`src/rtl/decryption6b.sv`:
```
// Purpose : receive-side 6-bit LFSR stream decryptor; XORs datain[5:0] with the key after STEPS shifts.
// Latency : STEPS cycles from the accept edge to the ready pulse; one byte per STEPS+1 cycles.
// Backpressure: none queued; in_valid is ignored while busy, so the sender must wait for busy=0.
//
// Ports:
//   clk, rst         rising-edge clock, asynchronous active-high reset
//   load             synchronous reseed: key <= SEED and abort any byte in flight
//   in_valid, datain ciphertext byte, taken only while idle
//   busy             high while a byte is shifting (decoded from state)
//   ready, dataout   one-cycle completion pulse; plaintext held until the next completion
//   key              current LFSR state
module decryption6b #(
  parameter logic [5:0] SEED  = 6'b000001,
  parameter int         STEPS = 6
) (
  input  logic       clk,
  input  logic       rst,
  input  logic       load,
  input  logic       in_valid,
  input  logic [7:0] datain,
  output logic       busy,
  output logic       ready,
  output logic [7:0] dataout,
  output logic [5:0] key
);

  typedef enum logic {IDLE, SHIFT} state_t;

  localparam logic [3:0] LAST = 4'(STEPS - 1);

  state_t     state, state_nxt;
  logic [7:0] buffer;
  logic [3:0] cnt;
  logic [5:0] key_next;
  logic       done;

  // x^6 + x^5 + 1, maximal length (period 63)
  assign key_next = {key[4:0], key[5] ^ key[4]};
  assign busy     = (state == SHIFT);

  always_ff @(posedge clk or posedge rst) begin
    if (rst) state <= IDLE;
    else     state <= state_nxt;
  end

  always_comb begin
    state_nxt = state;
    done      = 1'b0;
    case (state)
      IDLE: begin
        // load wins over a simultaneous byte, which is simply dropped
        if (!load && in_valid) state_nxt = SHIFT;
      end
      SHIFT: begin
        if (load) begin
          state_nxt = IDLE;
        end else if (cnt == LAST) begin
          state_nxt = IDLE;
          done      = 1'b1;
        end
      end
      default: state_nxt = IDLE;
    endcase
  end

  always_ff @(posedge clk or posedge rst) begin
    if (rst) begin
      key     <= SEED;
      buffer  <= 8'h00;
      cnt     <= 4'd0;
      dataout <= 8'h00;
      ready   <= 1'b0;
    end else begin
      // ready is set only on the completing edge and cleared on every other
      ready <= done;
      if (load) begin
        key <= SEED;
        cnt <= 4'd0;
      end else if (state == IDLE) begin
        if (in_valid) begin
          buffer <= datain;
          cnt    <= 4'd0;
        end
      end else begin
        key <= key_next;
        cnt <= cnt + 4'd1;
        if (done) begin
          // the final key of this byte is the one being loaded on this edge
          dataout <= {buffer[7:6], buffer[5:0] ^ key_next};
          cnt     <= 4'd0;
        end
      end
    end
  end

endmodule

```
`config.mk`:
```
export PLATFORM = sky130hd
export DESIGN_NAME = decryption6b
export DESIGN_NICKNAME = d
export VERILOG_FILES = /design/src/rtl/decryption6b.sv
export SDC_FILE = /design/constraint.sdc
export NUM_CORES = 1
export LEC_CHECK = 0
export ABC_AREA = 1
export BUFFER_PORTS_ARGS = -buffer_cell sky130_fd_sc_hd__buf_2
export CAP_MARGIN = 20
export CORE_MARGIN = 2
export CORE_UTILIZATION = 45
export CTS_BUF_LIST = sky130_fd_sc_hd__clkbuf_16
export DETAILED_ROUTE_END_ITERATION = 8
export GPL_ROUTABILITY_DRIVEN = 0
export HOLD_SLACK_MARGIN = 0.12
export PLACE_DENSITY = 0.77
export SKIP_LAST_GASP = 1
export SLEW_MARGIN = 15
export SYNTH_ARGS = -nofsm -noshare
export SYNTH_HDL_FRONTEND = slang
export SYNTH_SLANG_ARGS = --single-unit
```
`constraint.sdc`:
```
create_clock -name clk -period 2.73 [get_ports clk]
set_input_delay 0 -clock clk [delete_from_list [all_inputs] [get_ports clk]]
set_output_delay 0 -clock clk [all_outputs]
set_load 0.01 [all_outputs]
```
* After elaboration in Yosys (flattened, before gate mapping)
Index checks and enable logic that the tools add are counted.
** Operators by class
- Equal/unequal tests :: 1
- Add/sub/neg operators :: 1
- Muxes and demuxes :: 13
- Bitwise logic cells :: 4
- Reduce and logical (&&, ||, !) cells :: 6
** Operators by type and width (number)
- 2-to-1 mux 4 bit :: 4
- 2-to-1 mux 6 bit :: 2
- 2-to-1 mux 1 bit :: 6
- AND reduction 3 bit :: 2
- bitwise XOR 6 bit :: 1
- adder 4 x 1 -> 4 bit (second input constant) :: 1
- equality test 4 x 3 -> 1 bit (second input constant) :: 1
- nonzero test 3 bit :: 1
- NOT 1 bit :: 2
- case mux 1 bit (2 select lines) :: 1
- nonzero test 2 bit :: 1
- logical AND 1 bit :: 1
- zero test 1 bit :: 1
- bitwise XOR 1 bit :: 1
** Word-level totals
- Register bits :: 28
- Input bits :: 12
- Output and inout bits :: 16
- Word-level logic and storage cells :: 31

* Longest topological paths before layout
- Depth in word-level cells :: 7
- Gate-level depth with buffers :: 7
- Gate-level depth less buffers :: 7

* Worst setup path after synthesis
No wires, ideal clock.
- Kind :: reg-to-reg
- From :: register cnt[1]
- To :: register dataout[6]
- Data arrival time :: 0.998 ns
- Stages on the path, launching flop included :: 7
- Path slack :: 1.614 ns
- Data required time :: 2.612 ns
- Period minus slack after synthesis :: 1.116 ns
- Path buffers :: 1
- Cells stage by stage :: dfrtp_1 -> inv_1 -> ha_1 -> nand3_4 -> buf_6 -> nand2_1 -> o21ai_2
** Between the ends
- Cells in the longest elaborated chain, start to end :: 5
** Ends and longest elaborated chain
- start, declared :: line 33 : logic [3:0] cnt;
- start signal, assigned :: line 86 : cnt <= cnt + 4'd1;
- equality test 4 x 3 -> 1 bit :: line 57 : end else if (cnt == LAST) begin
- 2-to-1 mux 1 bit :: line 57
- 2-to-1 mux 1 bit :: line 55 : if (load) begin
- 2-to-1 mux 1 bit :: line 49 : case (state)
- AND reduction 3 bit (no source line)
- end signal, assigned :: line 89 : dataout <= {buffer[7:6], buffer[5:0] ^ key_next};
- end, declared :: line 23 : output logic [7:0] dataout,
Every way passes these cells.
A chain may end at the register's enable or synchronous reset.

* Worst setup path in the final report
- From :: register state, in the netlist busy
- To :: register buffer[3]
** Between the ends
- Cells in the longest elaborated chain, start to end :: 2
** Ends and longest elaborated chain
- start, declared :: line 31 : state_t state, state_nxt;
- start signal, assigned :: line 43 : else state <= state_nxt;
- NOT 1 bit
- AND reduction 3 bit (no source line)
- end signal, assigned :: line 81 : buffer <= datain;
- end, declared :: line 32 : logic [7:0] buffer;
Every way passes these cells.

==> flow_metrics.tcl <==
set metrics [dict create \
    core_area_sq_mm 0.00269 \
    synth_nets 142 \
    synthXorXnorAreaFrac_pct 4.20 \
    critPathRequiredTime_ns 2.93 \
    grt_max_degree 29 \
    netlist_area_sq_mm 0.00125 \
    ys_ff_latch 28 \
    ant_nets 0 \
    fin_nets 188 \
    powerDensity_mw_per_mm2 562 \
    met2_usage_pct 28.9 \
    drtPass1Iterations 4 \
    min_to "cnt[0]$_DFFE_PP0P_" \
    initial_utilization_pct 46.6 \
    grt_pass1_wl_microns 4300 \
    portBuffers 27 \
    relSlewSlack_pct 76.2 \
    grt_busiest_layer "met2" \
    hold_buffers 15 \
    grtUsageTotal_pct 17.0 \
    power.leakage_nw 0.846 \
    clkTransAtPathRegs_ns 0.06 \
    clock_skew_ns 0.00337 \
    synthDistinctLibCells 21 \
    gr-total-overflow 0 \
    first_iter_violations 25 \
    cts_made_buffers 3 \
    fmax_mhz 658 \
    outcome "completed" \
    antenna_found_initial 0 \
    path_max_fanout 10 \
    period_minus_slack_ns 1.52 \
    p_switching_mw 0.228 \
    setup_tns_ns 0 \
    diodes 0 \
    grt.met3_usage_pct 4.38 \
    p_seq_share_pct 50.6 \
    timing.hold.ws_ns 0.144 \
    layout-drive-gt1-share_pct 27.2 \
    ys_seq_area_share_pct 56.1 \
    maxCapViolCount 0 \
    num_rows 19 \
    cts_setup_buffers 0 \
    synth-compound-area-share_pct 10.6 \
    wirelength_microns 2620 \
    grt_setup_unrepaired "false" \
    clockBufferDepth 2 \
    die_h_microns 56.7 \
    yosys_warnings 0 \
    synthMuxAreaShare_pct 0 \
    avgRoutedWirePerCell_microns 12.9 \
    end_kind "flip-flop" \
    cts_sinks 28 \
    die_x_microns 56.7 \
    layoutNonFillerInstCount 204 \
    route.detailed.drc 0 \
    syn_area_per_cell_sq_um 9.78 \
    grt_pass1_vias 950 \
    reg2reg_depth 4 \
    power_frac_comb_pct 14.6 \
    swShare_pct 24.4 \
    power_frac_clock_pct 34.7 \
    cp.arrival_ns 1.71 \
    h-tree-depth 1 \
    root_buffer "clkbuf_16" \
    cts_tree "yes" \
    path_class "reg2reg" \
    worstSetupStartpointType "flip-flop" \
    vias_per_cell 5.09 \
    synth_top_family_by_area "simple AND/OR/NAND/NOR gates" \
    r2r_start "busy$_DFF_PP0_" \
    hold_class "in2reg" \
    min_period_over_period_pct 55.6 \
    cts_resized 0 \
    hold_depth 4 \
    reg2reg_to "buffer[3]$_DFFE_PP0P_" \
    hp-start "in_valid" \
    peakVddDrop_v 0.000536 \
    finalSetupViolations 0 \
    hold_viol 0 \
    slew_viol_final 0 \
    grt_util_met1_pct 21.4 \
    via_count 1038 \
    synthAdderAreaFrac_pct 2.00 \
    synth_cells 128 \
    p_int_mw 0.705 \
    area_growth_pct 32.6 \
    dieArea_sq_mm 0.00322 \
    rrSetupSlack_ns 1.21 \
    dp_cells 184 \
    io-pin-count 28 \
    worst_pin_slew_ns 0.354 \
    clk_latency_ns 0.26 \
    dp_hpwl_microns 1790 \
    synthSimpleGateAreaFrac_pct 19.7 \
]
## layout by cell type (no fill, tap or decap), types with 2 or more instances in the layout
cell            n
o22ai_1         7
nor2_1          7
nand3_1         9
nand2_1        31
dfrtp_1        27
ha_1            2
clkbuf_16       3
dlygate4sd3_1  15
clkinv_1        2
inv_1          15
a21oi_1         3
xnor2_1         6
nand2_2         2
o21ai_2         7
buf_2          27
## per-layer routing
metal	wire [microns]	vias to the layer above
met1	1100	499
li1	-	498
met2	1350	33
met5	0	-
met4	58	0
met3	118	8
## cells in the mapped netlist, drive strengths merged
cell type   n  share of area (%)
nand2      34                 11
dfrtp      27                 54
inv        18                5.6
nand3      10                5.0
nor2        9                3.5
o21ai       8                5.3
o22ai       7                3.5
xnor2       6                4.2
a21oi       3                1.2
buf         2                1.8
ha          2                2.0
a22oi       1               0.60
dfstp       1                2.1
## stage by stage
stage	area, sq um	total power [mW]	worst slack (ns)	util [%]
2_1_floorplan	1250	0.558	1.61	-
3_3_place_gp	1400	0.588	1.51	52.2
3_5_place_dp	1400	0.594	1.46	52.2
4_1_cts	1630	0.936	1.27	60.7
5_1_grt	1660	0.979	1.14	61.8
6_report	1660	0.933	1.21	61.8
## cell type report
class | instances | area (sq um)
fillers | 238 | 1030
flip-flops and latches | 28 | 702
multi-input cells | 80 | 457
repair buffers | 43 | 313
clock buffers | 3 | 75.1
inverters | 18 | 70.1
well taps | 31 | 38.8
clock inverters | 1 | 3.75
## worst max-delay path, stage by stage, from the launching register on
cell           delay [ns]
dfrtp_1              0.44
nor2_4               0.23
nand3_1              0.12
dlygate4sd3_1        0.59
nand2_1              0.07
## cells by family (layout without fill, tap and decap cells)
logic type | count (synthesis) | after routing
buffers and inverters | 20 | 65
AND/OR/NAND/NOR | 53 | 53
adder cells (fa/ha/maj) | 2 | 2
AO/OA/AOI/OAI | 19 | 19
flip-flops | 28 | 28
XOR/XNOR | 6 | 6
## registers in the layout, summed over array words and instances, names as in the netlist
| register | count |
|---|---|
| cnt | 4 |
| buffer | 8 |
| busy | 1 |
| key | 6 |
| dataout | 8 |
| ready | 1 |
## how the worst max path moves through the flow
| stage | slack, ns | end | start | depth (start not counted) |
|---|---|---|---|---|
| final | 1.21 | buffer[3]$_DFFE_PP0P_ | busy$_DFF_PP0_ | 4 |
| after global routing | 1.14 | buffer[3]$_DFFE_PP0P_ | busy$_DFF_PP0_ | 4 |
| after CTS | 1.27 | buffer[5]$_DFFE_PP0P_ | busy$_DFF_PP0_ | 4 |
| after floorplan | 1.61 | dataout[6]$_DFFE_PP0P_ | cnt[1]$_DFFE_PP0P_ | 6 |
| after global placement | 1.51 | cnt[3]$_DFFE_PP0P_ | cnt[1]$_DFFE_PP0P_ | 7 |
| after detailed placement | 1.46 | cnt[3]$_DFFE_PP0P_ | cnt[1]$_DFFE_PP0P_ | 7 |
## power groups by stage
| stage | clock [mW] | sequential (mW) | combinational, mW |
|---|---|---|---|
| finish | 0.324 | 0.472 | 0.136 |
| global route | 0.351 | 0.477 | 0.152 |
| CTS | 0.334 | 0.472 | 0.130 |
| detailed placement | 0 | 0.479 | 0.114 |
| global placement | 0 | 0.478 | 0.110 |
| floorplan | 0 | 0.478 | 0.0807 |
Note: power is estimated with default switching activity, not from simulation.
